==> src/rtl/mem_arbiter_if.sv <==
// mem_arbiter_if: signal bundle between the two requesters, the arbiter and the RAM.
//   Requester 0/1 : reqN, cmdN, addrN, wdataN, lockN -> arbiter
//                   ackN, rdataN, gntN             <- arbiter
//   RAM side      : ram_addr, ram_cmd, ram_wdata   <- arbiter
//                   ram_rdata                      -> arbiter
//   Status        : busy                           <- arbiter
// slave  = arbiter view, master = environment view (requesters + RAM).
interface mem_arbiter_if #(
   parameter int AW = 9,
   parameter int DW = 16
);
   logic          req0;
   logic [1:0]    cmd0;
   logic [AW-1:0] addr0;
   logic [DW-1:0] wdata0;
   logic          lock0;
   logic          ack0;
   logic [DW-1:0] rdata0;
   logic          gnt0;

   logic          req1;
   logic [1:0]    cmd1;
   logic [AW-1:0] addr1;
   logic [DW-1:0] wdata1;
   logic          lock1;
   logic          ack1;
   logic [DW-1:0] rdata1;
   logic          gnt1;

   logic [AW-1:0] ram_addr;
   logic [1:0]    ram_cmd;
   logic [DW-1:0] ram_wdata;
   logic [DW-1:0] ram_rdata;
   logic          busy;

   modport slave (
      input  req0, cmd0, addr0, wdata0, lock0,
      input  req1, cmd1, addr1, wdata1, lock1,
      input  ram_rdata,
      output ack0, rdata0, gnt0,
      output ack1, rdata1, gnt1,
      output ram_addr, ram_cmd, ram_wdata, busy
   );

   modport master (
      output req0, cmd0, addr0, wdata0, lock0,
      output req1, cmd1, addr1, wdata1, lock1,
      output ram_rdata,
      input  ack0, rdata0, gnt0,
      input  ack1, rdata1, gnt1,
      input  ram_addr, ram_cmd, ram_wdata, busy
   );
endinterface

==> src/rtl/mem_arbiter.sv <==
// mem_arbiter: two-port round-robin arbiter in front of one synchronous
// single-port RAM. Each access walks IDLE -> ISSUE -> WAIT -> ACK -> IDLE,
// so accesses never overlap and RAM read data is always captured in WAIT.
// Ports:
//   clk   : system clock, rising edge
//   reset : synchronous, active-high
//   bus   : mem_arbiter_if.slave (requester handshakes, RAM bus, busy)
module mem_arbiter #(
   parameter int         AW     = 9,
   parameter int         DW     = 16,
   parameter logic [1:0] MNONE  = 2'b00,
   parameter logic [1:0] MREAD  = 2'b01,
   parameter logic [1:0] MWRITE = 2'b10
) (
   input  logic           clk,
   input  logic           reset,
   mem_arbiter_if.slave   bus
);

   typedef enum logic [1:0] {IDLE, ISSUE, WAIT, ACK} state_t;

   state_t        state;
   state_t        state_nxt;
   logic          grant_go;
   logic          win_nxt;
   logic          win_lock;

   // Access context captured when leaving IDLE; requester inputs are not
   // looked at again until the FSM is back in IDLE.
   logic          lat_win;
   logic [1:0]    lat_cmd;
   logic [AW-1:0] lat_addr;
   logic [DW-1:0] lat_wdata;

   logic          last_grant;
   logic [DW-1:0] rdata0_q;
   logic [DW-1:0] rdata1_q;

   // Only read and write reach the RAM; anything else becomes a no-op
   // access that is still granted and acknowledged.
   function automatic logic [1:0] ram_cmd_of(input logic [1:0] cmd);
      if (cmd == MREAD || cmd == MWRITE) begin
         return cmd;
      end
      return MNONE;
   endfunction

   always_ff @(posedge clk) begin
      if (reset) begin
         state <= IDLE;
      end else begin
         state <= state_nxt;
      end
   end

   always_comb begin
      state_nxt = state;
      grant_go  = 1'b0;
      win_nxt   = 1'b0;
      case (state)
         IDLE: begin
            if (bus.req0 || bus.req1) begin
               grant_go  = 1'b1;
               state_nxt = ISSUE;
               // On a tie the port that did not win last time gets it.
               if (bus.req0 && bus.req1) begin
                  win_nxt = ~last_grant;
               end else begin
                  win_nxt = bus.req1;
               end
            end
         end
         ISSUE:   state_nxt = WAIT;
         WAIT:    state_nxt = ACK;
         ACK:     state_nxt = IDLE;
         default: state_nxt = IDLE;
      endcase
   end

   assign win_lock = win_nxt ? bus.lock1 : bus.lock0;

   // Access context: pure data, no reset needed.
   always_ff @(posedge clk) begin
      if (grant_go) begin
         lat_win   <= win_nxt;
         lat_cmd   <= win_nxt ? bus.cmd1   : bus.cmd0;
         lat_addr  <= win_nxt ? bus.addr1  : bus.addr0;
         lat_wdata <= win_nxt ? bus.wdata1 : bus.wdata0;
      end
   end

   // A locked winner records the other port as last grant so that it
   // wins the next tie again.
   always_ff @(posedge clk) begin
      if (reset) begin
         last_grant <= 1'b1;
      end else if (grant_go) begin
         last_grant <= win_lock ? ~win_nxt : win_nxt;
      end
   end

   // Read data arrives during WAIT; each port keeps its own copy.
   always_ff @(posedge clk) begin
      if (reset) begin
         rdata0_q <= '0;
         rdata1_q <= '0;
      end else if (state == WAIT && lat_cmd == MREAD) begin
         if (lat_win) begin
            rdata1_q <= bus.ram_rdata;
         end else begin
            rdata0_q <= bus.ram_rdata;
         end
      end
   end

   assign bus.busy      = (state != IDLE);
   assign bus.gnt0      = (state != IDLE) && !lat_win;
   assign bus.gnt1      = (state != IDLE) &&  lat_win;
   assign bus.ack0      = (state == ACK)  && !lat_win;
   assign bus.ack1      = (state == ACK)  &&  lat_win;
   assign bus.rdata0    = rdata0_q;
   assign bus.rdata1    = rdata1_q;
   assign bus.ram_cmd   = (state == ISSUE) ? ram_cmd_of(lat_cmd) : MNONE;
   assign bus.ram_addr  = (state == ISSUE) ? lat_addr  : '0;
   assign bus.ram_wdata = (state == ISSUE) ? lat_wdata : '0;

endmodule

==> src/flat_wrapper.sv <==
// flat-port wrapper written by rule: the top's interface ports become plain ports
module mem_arbiter_flat 
#(
   parameter int         AW     = 9,
   parameter int         DW     = 16,
   parameter logic [1:0] MNONE  = 2'b00,
   parameter logic [1:0] MREAD  = 2'b01,
   parameter logic [1:0] MWRITE = 2'b10
)
  (clk, reset, bus_req0, bus_cmd0, bus_addr0, bus_wdata0, bus_lock0, bus_req1, bus_cmd1, bus_addr1, bus_wdata1, bus_lock1, bus_ram_rdata, bus_ack0, bus_rdata0, bus_gnt0, bus_ack1, bus_rdata1, bus_gnt1, bus_ram_addr, bus_ram_cmd, bus_ram_wdata, bus_busy);
  mem_arbiter_if #(.AW(AW), .DW(DW)) bus_i ();
  input  logic clk;
  input  logic reset;
  input wire logic [$bits(bus_i.req0)-1:0] bus_req0;
  input wire logic [$bits(bus_i.cmd0)-1:0] bus_cmd0;
  input wire logic [$bits(bus_i.addr0)-1:0] bus_addr0;
  input wire logic [$bits(bus_i.wdata0)-1:0] bus_wdata0;
  input wire logic [$bits(bus_i.lock0)-1:0] bus_lock0;
  input wire logic [$bits(bus_i.req1)-1:0] bus_req1;
  input wire logic [$bits(bus_i.cmd1)-1:0] bus_cmd1;
  input wire logic [$bits(bus_i.addr1)-1:0] bus_addr1;
  input wire logic [$bits(bus_i.wdata1)-1:0] bus_wdata1;
  input wire logic [$bits(bus_i.lock1)-1:0] bus_lock1;
  input wire logic [$bits(bus_i.ram_rdata)-1:0] bus_ram_rdata;
  output wire logic [$bits(bus_i.ack0)-1:0] bus_ack0;
  output wire logic [$bits(bus_i.rdata0)-1:0] bus_rdata0;
  output wire logic [$bits(bus_i.gnt0)-1:0] bus_gnt0;
  output wire logic [$bits(bus_i.ack1)-1:0] bus_ack1;
  output wire logic [$bits(bus_i.rdata1)-1:0] bus_rdata1;
  output wire logic [$bits(bus_i.gnt1)-1:0] bus_gnt1;
  output wire logic [$bits(bus_i.ram_addr)-1:0] bus_ram_addr;
  output wire logic [$bits(bus_i.ram_cmd)-1:0] bus_ram_cmd;
  output wire logic [$bits(bus_i.ram_wdata)-1:0] bus_ram_wdata;
  output wire logic [$bits(bus_i.busy)-1:0] bus_busy;
  assign bus_i.req0 = bus_req0;
  assign bus_i.cmd0 = bus_cmd0;
  assign bus_i.addr0 = bus_addr0;
  assign bus_i.wdata0 = bus_wdata0;
  assign bus_i.lock0 = bus_lock0;
  assign bus_i.req1 = bus_req1;
  assign bus_i.cmd1 = bus_cmd1;
  assign bus_i.addr1 = bus_addr1;
  assign bus_i.wdata1 = bus_wdata1;
  assign bus_i.lock1 = bus_lock1;
  assign bus_i.ram_rdata = bus_ram_rdata;
  assign bus_ack0 = bus_i.ack0;
  assign bus_rdata0 = bus_i.rdata0;
  assign bus_gnt0 = bus_i.gnt0;
  assign bus_ack1 = bus_i.ack1;
  assign bus_rdata1 = bus_i.rdata1;
  assign bus_gnt1 = bus_i.gnt1;
  assign bus_ram_addr = bus_i.ram_addr;
  assign bus_ram_cmd = bus_i.ram_cmd;
  assign bus_ram_wdata = bus_i.ram_wdata;
  assign bus_busy = bus_i.busy;
  mem_arbiter #(.AW(AW), .DW(DW), .MNONE(MNONE), .MREAD(MREAD), .MWRITE(MWRITE)) u_core (.clk(clk), .reset(reset), .bus(bus_i));
endmodule
==> config.mk <==
export PLATFORM = sky130hd
export DESIGN_NAME = mem_arbiter_flat
export DESIGN_NICKNAME = d
export VERILOG_FILES = /design/src/rtl/mem_arbiter_if.sv /design/src/rtl/mem_arbiter.sv /design/src/flat_wrapper.sv
export SDC_FILE = /design/constraint.sdc
export NUM_CORES = 1
export LEC_CHECK = 0
export CORE_MARGIN = 3
export CORE_UTILIZATION = 42
export CTS_BUF_LIST = sky130_fd_sc_hd__clkbuf_4 sky130_fd_sc_hd__clkbuf_8
export CTS_CLUSTER_SIZE = 24
export DETAILED_ROUTE_END_ITERATION = 7
export PLACE_DENSITY = 0.87
export RECOVER_POWER = 25
export SLEW_MARGIN = 20
export SYNTH_ARGS = -nofsm -noshare
export SYNTH_HDL_FRONTEND = slang
export SYNTH_SLANG_ARGS = --single-unit
==> constraint.sdc <==
create_clock -name clk -period 2.4 [get_ports clk]
set_input_delay 0.48 -clock clk [delete_from_list [all_inputs] [get_ports clk]]
set_output_delay 0.48 -clock clk [all_outputs]
set_load 0.02 [all_outputs]
* Word-level counts from Yosys, hierarchy flattened
Cells that the tools add are included.
** Storage, ports and cells
- Output and inout bits :: 64
- Input port bits :: 76
- Register bits :: 63
- Logic and storage cells :: 48
- Bits in read-only memories :: 0
- Memories :: 0
- RAM bits :: 0
- Bits in latches :: 0
** Operators by class
- Bitwise logic cells :: 3
- Order comparisons :: 0
- Divide/modulo/power cells :: 0
- Multiplexer cells :: 18
- Reductions and logical operators :: 13
- Eq/ne operators :: 6
- Multipliers :: 0
- $add $sub $neg :: 0
- Shift operators :: 0
** Operators with widths (number)
- 16-bit two-way mux :: 2
- 9-bit two-way mux :: 2
- 2-bit two-way mux :: 5
- 1-bit two-way mux :: 8
- 2-bit one-hot mux with 4 select lines :: 1
- 2-bit == test, second input constant :: 3
- 1-bit logical AND :: 6
- 2-bit by 1-bit == test with 1-bit output, second input constant :: 2
- 2-bit AND reduction :: 2
- 1-bit NOT :: 3
- 2-bit logical NOT :: 1
- 1-bit logical OR :: 2
- 2-bit by 1-bit inequality test with 1-bit output, second input constant :: 1
- 2-bit nonzero test :: 1
- 1-bit logical NOT :: 1

* Logic depth before layout (Yosys ltp)
Gate-level depths: netlist of run 1.
- Word-level depth :: 6
- Gate-level depth with buffers :: 7
- Depth with buffers taken out :: 5

* Worst setup path before layout of run 1
Ideal clock, no wire load.
- Path kind :: reg2reg
- Start :: reg u_core.state[0]
- End :: reg u_core.lat_addr[0], enable pin
- Stages on the path, launching flop included :: 4
- Path slack :: 0.629 ns
- Clock period less this slack :: 1.771 ns
- Path buffers :: 0
- Setup time :: 0.388 ns
- Arrival time :: 1.382 ns
- Data required time :: 2.012 ns
- Path through :: dfxtp_1 inv_1 ha_1 o21a_1
** Between the ends
- Cells in the longest elaborated chain, start to end :: 2
** Ends and longest elaborated chain
- start, declared :: RTL line mem_arbiter.sv:22 : state_t state;
- start signal, assigned :: RTL line mem_arbiter.sv:52 : state <= state_nxt;
- 2-bit logical NOT :: RTL line mem_arbiter.sv:60 : case (state)
- 1-bit two-way mux :: RTL line mem_arbiter.sv:60
- via u_core.grant_go :: RTL line mem_arbiter.sv:24 : logic grant_go;
- end signal, assigned :: RTL line mem_arbiter.sv:87 : lat_addr <= win_nxt ? bus.addr1 : bus.addr0;
- end, declared :: RTL line mem_arbiter.sv:32 : logic [AW-1:0] lat_addr;
The timed path passes the listed nets, and every way through them passes these cells.
A chain may end at the register's enable or synchronous reset.

* Worst setup path after layout of run 1
- Start :: reg u_core.state[0]
- End :: out bus_busy
** Between the ends
- Cells in the longest elaborated chain, start to end :: 1
** Ends and longest elaborated chain
- 2-bit nonzero test :: RTL line mem_arbiter.sv:116 : assign bus.busy = (state != IDLE);
- end, declared :: RTL line flat_wrapper.sv:34 : output wire logic [$bits(bus_i.busy)-1:0] bus_busy;
Every way passes these cells.

==> results of run 1 <==
## worst min-delay path, cell delays in order, from the launching register on
cell and delay, ps:
dfxtp_1 310, nand2_1 50, a21oi_1 50
## cells in the mapped netlist (all sizes together), types with 2 or more instances
master / instances
nor2: 4
and3b: 2
edfxtp: 28
nand2: 65
clkbuf: 10
and2: 27
dfxtp: 35
inv: 5
buf: 6
a21oi: 32
mux2: 27
ha: 5
## layer usage
metal  up-vias  global-route usage [%]  part of all wire [%]
met5         -                       0                     0
met4         0                    8.38                   2.3
met3        15                    3.20                   4.1
met2        69                    37.3                    57
met1      1144                    20.7                    37
li1       1158                       -                     -
## stage by stage
step / cell area [sq um] / setup WS [ps] / util (%)
after floorplan: 2830 / 629 / -
after global placement: 4270 / 307 / 66.1
after detailed placement: 4270 / 260 / 66.1
after CTS: 4480 / 3.25 / 69.3
after global routing: 4510 / 42.4 / 69.8
final: 4510 / 141 / 69.8
## logic make-up after synthesis
logic type,share of synthesized area [%]
buffers and inverters,4.42
muxes,13.6
AOI/OAI and AO/OA,6.67
and+or+nand+nor,18.6
adders and majority gates,2.21
DFF,54.4
## sequential cells by signal, summed over array words and instances (netlist names)
register and cells:
u_core.bus.rdata0 16, u_core.bus.rdata1 16, u_core.last_grant 1, u_core.lat_addr 9
u_core.lat_cmd 2, u_core.lat_wdata 16, u_core.lat_win 1, u_core.state 2
## power groups by stage
stage / combinational [mW] / sequential, mW / clock (mW)
2_1_floorplan: 0.901 / 1.54 / 0
3_3_place_gp: 1.54 / 1.53 / 0
3_5_place_dp: 1.58 / 1.54 / 0
4_1_cts: 1.51 / 1.52 / 1.08
5_1_grt: 1.59 / 1.55 / 1.13
6_report: 1.47 / 1.52 / 1.06
## area by class of cell
class / instances / share of cell area (%)
multi-input cells: 177 / 26.0
flip-flops and latches: 63 / 34.2
well taps: 77 / 2.14
inverters: 5 / 0.416
repair buffers: 144 / 32.1
clock buffers: 13 / 3.69
clock inverters: 3 / 1.44
## how the worst max path moves through the flow
stage	endpoint	slack, ps	cells past startpoint
2_1_floorplan	u_core.lat_addr[0]$_DFFE_PP_	630	3
3_5_place_dp	u_core.lat_addr[2]$_DFFE_PP_	260	5
5_1_grt	bus_busy	40	4
6_report	bus_busy	140	4
3_3_place_gp	u_core.lat_addr[1]$_DFFE_PP_	310	5
4_1_cts	bus_ram_wdata[12]	3	5
==> results.cfg, run 1 <==
[clock_network]
cts_sinks = 63
path_clk_slew_ps = 70
cts_buffers = 9
ctsResizeCount = 18
ctsHoldBuffers = 0
ctsHtreeMaxLevel = 3
clock_latency_ps = 330
tritoncts = done
cts_setup_buffers = 0
cts_root_buf = clkbuf_8
cts_max_path_buffers = 2

[grt]
grt_usage_pct = 19.4
grt_pass1_vias = 2416
grt_pass1_wl_mm = 11.4
grt_max_degree = 37
grt_remaining_overflow = 0
antenna_found_initial = 0

[drt]
first_pass_iters = 4
drt_iter0_markers = 92
wire_per_inst_um = 15.6
vias = 2386
ant_nets = 0
wl_mm = 7.53
via_per_inst = 4.95
drc = 0

[setup_path]
path_delay_family = buffers and inverters
path_cells = inv_1 -> ha_1 -> inv_1 -> clkdlybuf4s50_1
endpoint_kind = primary output
reg2reg_from = u_core.state[0]$_SDFFE_PP0P_
rrSetupSlack_ps = 520
critical_path_buf_inv_count = 3
crit_arrival_ps = 1780
crit_path_max_incr_delay_ps = 610
cpMaxStageDelayCell = clkdlybuf4s50_1
startpoint = u_core.state[0]$_SDFFE_PP0P_
crit_required_ps = 1920
worstSetupStartpointType = flop
crit_path_frequent_cell = inv_1
critPathMaxFanout = 6
r2r_cells = 6
r2r_end = u_core.lat_addr[8]$_DFFE_PP_
criticalPathCategory = reg2out

[sta]
max_freq_ghz = 0.443
rsz0062_at_grt = no
setup_viol_count_final = 0
worstMarginPinSlew_ps = 783
holdWs_ps = 455
relSlewSlack_pct = 47.5
min_period_ps = 2260
period_share_pct = 94.1
slew_violations = 0
hold_violations = 0
tns_ps = 0
finClkSkew_ps = 10.7

[placed_design]
place_congestion = 0.778
dp.cells = 466
hpwl_mm = 5.51
io_buffers = 139

[yosys]
ys_warn_count = 0
synth_cells = 261
seq_area_frac_synth_pct = 54.4
synthTopCellsByArea = edfxtp_1, dfxtp_1, mux2_4
synth_ff_type = dfxtp_1
yosys.area.top_type_share_pct = 29.7
synth-async-reset-ratio_pct = 0
syn_area_sq_um = 2830
ys_seq_elements = 63
syn_nets = 342
synthDistinctLibCells = 31
synth-edff-count = 28
synth.avg_cell_area_sq_um = 10.8
yosysTopAreaCell = edfxtp_1

[pwr]
power_mw = 4.06
p_seq_share_pct = 37.5
power.switching_mw = 1.27
swShare_pct = 31.2
p_int_mw = 2.79
power_frac_comb_pct = 36.3
power_density_nw_per_um2 = 901
leakage_nw = 1.97
vdd_drop_max_mv = 0.875
power_frac_clock_pct = 26.2

[outcome]
status = complete, no violations

[hold_path]
worstHoldPathType = reg2reg
min_delay_path_depth = 2
worstHoldStart = u_core.bus.rdata0[3]$_SDFFE_PP0P_
min_to = u_core.bus.rdata0[3]$_SDFFE_PP0P_

[layout]
area_delta_synth_final_pct = 59.2
fillCellCount = 478
final_common_cell = clkdlybuf4s50_1
stdcell_count = 482
diodes = 0
drive_gt1_share_pct = 12.8
register_area_sq_um = 1540
multi_input_area_sq_um = 1170
nets = 481
layout_common_cells = clkdlybuf4s50_1, nand2_1, dfxtp_1

[run]
max-cap-violations = 0

[die]
core-area_sq_um = 6460
start_util_pct = 43.8
row_count = 29
die_area_sq_um = 7760
die_h_um = 88.1
die_w_um = 88.1
ios = 140
Power figures use the tool's default switching activity.
==> run 2: changes to the inputs <==
--- a/config.mk
+++ b/config.mk
@@ -8,10 +8,10 @@
 export CORE_MARGIN = 3
 export CORE_UTILIZATION = 42
 export CTS_BUF_LIST = sky130_fd_sc_hd__clkbuf_4 sky130_fd_sc_hd__clkbuf_8
-export CTS_CLUSTER_SIZE = 24
 export DETAILED_ROUTE_END_ITERATION = 7
 export PLACE_DENSITY = 0.87
 export RECOVER_POWER = 25
+export REMOVE_ABC_BUFFERS = 1
 export SLEW_MARGIN = 20
 export SYNTH_ARGS = -nofsm -noshare
 export SYNTH_HDL_FRONTEND = slang
==> run 2 against run 1 <==
  * Clock skew decreased by 2.3 ps
  * Critical path depth unchanged
  * First-iteration DRC count up 23%
  * Core utilization up 0.19 points
  * Via count shrank 0.80%
  * Highest routed layer unchanged
==> results.cfg, run 2 (same netlist as run 1, synthesis figures left out) <==
[grt]
grt.busiest_layer = met2
grt_usage_pct = 20.5
grtUsageMet1_pct = 22.2
antenna_found_initial = 0
met3_usage_pct = 2.54
grt_pass1_wl_mm = 11.9
grt_remaining_overflow = 0
use_met2_pct = 39.6
grt_pass1_vias = 2399
grt_max_degree = 37

[layout]
layout_common_cells = clkdlybuf4s50_1, nand2_1, dfxtp_1
diodes = 0
register_area_sq_um = 1540
fillCellCount = 493
nets = 483
drive_gt1_share_pct = 13.1
final_common_cell = clkdlybuf4s50_1
stdcell_count = 483
postLayoutCellArea_sq_um = 4520
multi_input_area_sq_um = 1180
area_delta_synth_final_pct = 59.6

[pwr]
power_density_nw_per_um2 = 903
power_mw = 4.08
vdd_drop_max_mv = 1.24
power_frac_clock_pct = 25.7
p_int_mw = 2.80
swShare_pct = 31.3
power.switching_mw = 1.28
p_seq_share_pct = 37.5
leakage_nw = 1.94
power_frac_comb_pct = 36.8

[sta]
tns_ps = 0
period_share_pct = 94.9
min_period_ps = 2280
setup_viol_count_final = 0
rsz0062_at_grt = no
worstMarginPinSlew_ps = 762
timing.final.ws_setup_ps = 122
finClkSkew_ps = 8.40
relSlewSlack_pct = 49.2
max_freq_ghz = 0.439
hold_violations = 0
slew_violations = 0

[drt]
vias = 2367
first_pass_iters = 4
wl_mm = 7.87
via_per_inst = 4.90
wire_per_inst_um = 16.3
drc = 0
ant_nets = 0
drt_iter0_markers = 113

[setup_path]
cpMaxStageDelayCell = clkdlybuf4s50_1
path_delay_family = buffers and inverters
worst-path-stages = 4
r2r_cells = 6
worstSetupStartpointType = flop
path_cells = inv_1 -> ha_1 -> nor2_1 -> clkdlybuf4s50_1
critPathMaxFanout = 6
endpoint = bus_gnt0
criticalPathCategory = reg2out
rrSetupSlack_ps = 360
reg2reg_from = u_core.state[0]$_SDFFE_PP0P_
crit_path_max_incr_delay_ps = 610
r2r_end = u_core.lat_wdata[15]$_DFFE_PP_
endpoint_kind = primary output
crit_arrival_ps = 1800
startpoint = u_core.state[0]$_SDFFE_PP0P_
critical_path_buf_inv_count = 2
crit_required_ps = 1920

[placed_design]
hpwl_mm = 5.70
post-place-ws_ps = 206
place_congestion = 0.763
dp.cells = 468
io_buffers = 139
place_area_sq_um = 4290

[clock_network]
clock_latency_ps = 320
tritoncts = done
cts_buffers = 9
ctsHtreeMaxLevel = 3
ctsHoldBuffers = 0
cts_max_path_buffers = 2
cts_root_buf = clkbuf_8
cts_setup_buffers = 0
path_clk_slew_ps = 70
cts_sinks = 63

[die]
die_h_um = 88.1
die_w_um = 88.1
start_util_pct = 43.8
ios = 140
core-area_sq_um = 6460
die_area_sq_um = 7760
row_count = 29

[run]
max-cap-violations = 0

[outcome]
status = complete, no violations

[hold_path]
worstHoldPathType = reg2reg
worstHoldStart = u_core.bus.rdata0[0]$_SDFFE_PP0P_
## run 2: worst reg2reg max path, cell delays in order, from the launching register on
cell	delay, ps
dfxtp_1	390
inv_1	100
ha_1	270
nand2_1	110
or2_0	250
buf_4	300
mux2_2	370
## run 2: worst min path at each step
stage	endpoint	slack (ps)	cells after the start
2_1_floorplan	u_core.state[0]$_SDFFE_PP0P_	510	2
3_3_place_gp	u_core.bus.rdata1[14]$_SDFFE_PP0P_	440	2
3_5_place_dp	u_core.bus.rdata0[0]$_SDFFE_PP0P_	450	2
4_1_cts	u_core.bus.rdata1[11]$_SDFFE_PP0P_	460	2
5_1_grt	u_core.bus.rdata0[2]$_SDFFE_PP0P_	470	2
6_report	u_core.bus.rdata0[0]$_SDFFE_PP0P_	450	2
## run 2: per-stage QoR
stage               utilization, %  hold slack [ps]
floorplan                        -              505
finish                        70.0              454
global placement              66.5              442
CTS                           69.7              456
global route                  70.0              471
detailed placement            66.5              446
## run 2: timing repair
item	4_1_cts	5_1_grt
pin swaps	0	0
endpoints found under the setup margin	26	8
gates resized for setup	21	8
gates cloned	0	0
## run 2: power groups by stage
stage	Sequential [mW]	Combinational [mW]	Clock, mW
after floorplan	1.54	0.840	0
after global placement	1.53	1.56	0
after detailed placement	1.55	1.61	0
after CTS	1.53	1.54	1.06
after global routing	1.55	1.61	1.10
final	1.53	1.50	1.05
## run 2: layout make-up
class / instances / share of cell area (%)
clock inverters: 3 / 1.44
clock buffers: 12 / 3.65
multi-input cells: 177 / 26.1
well taps: 77 / 2.13
inverters: 5 / 0.415
repair buffers: 146 / 32.1
flip-flops and latches: 63 / 34.1
## run 2: routing by layer
layer  share of wire (%)  routed length [um]
met2                  56                4440
met5                   0                   0
met3                 3.8                 302
met1                  37                2940
met4                 2.4                 188
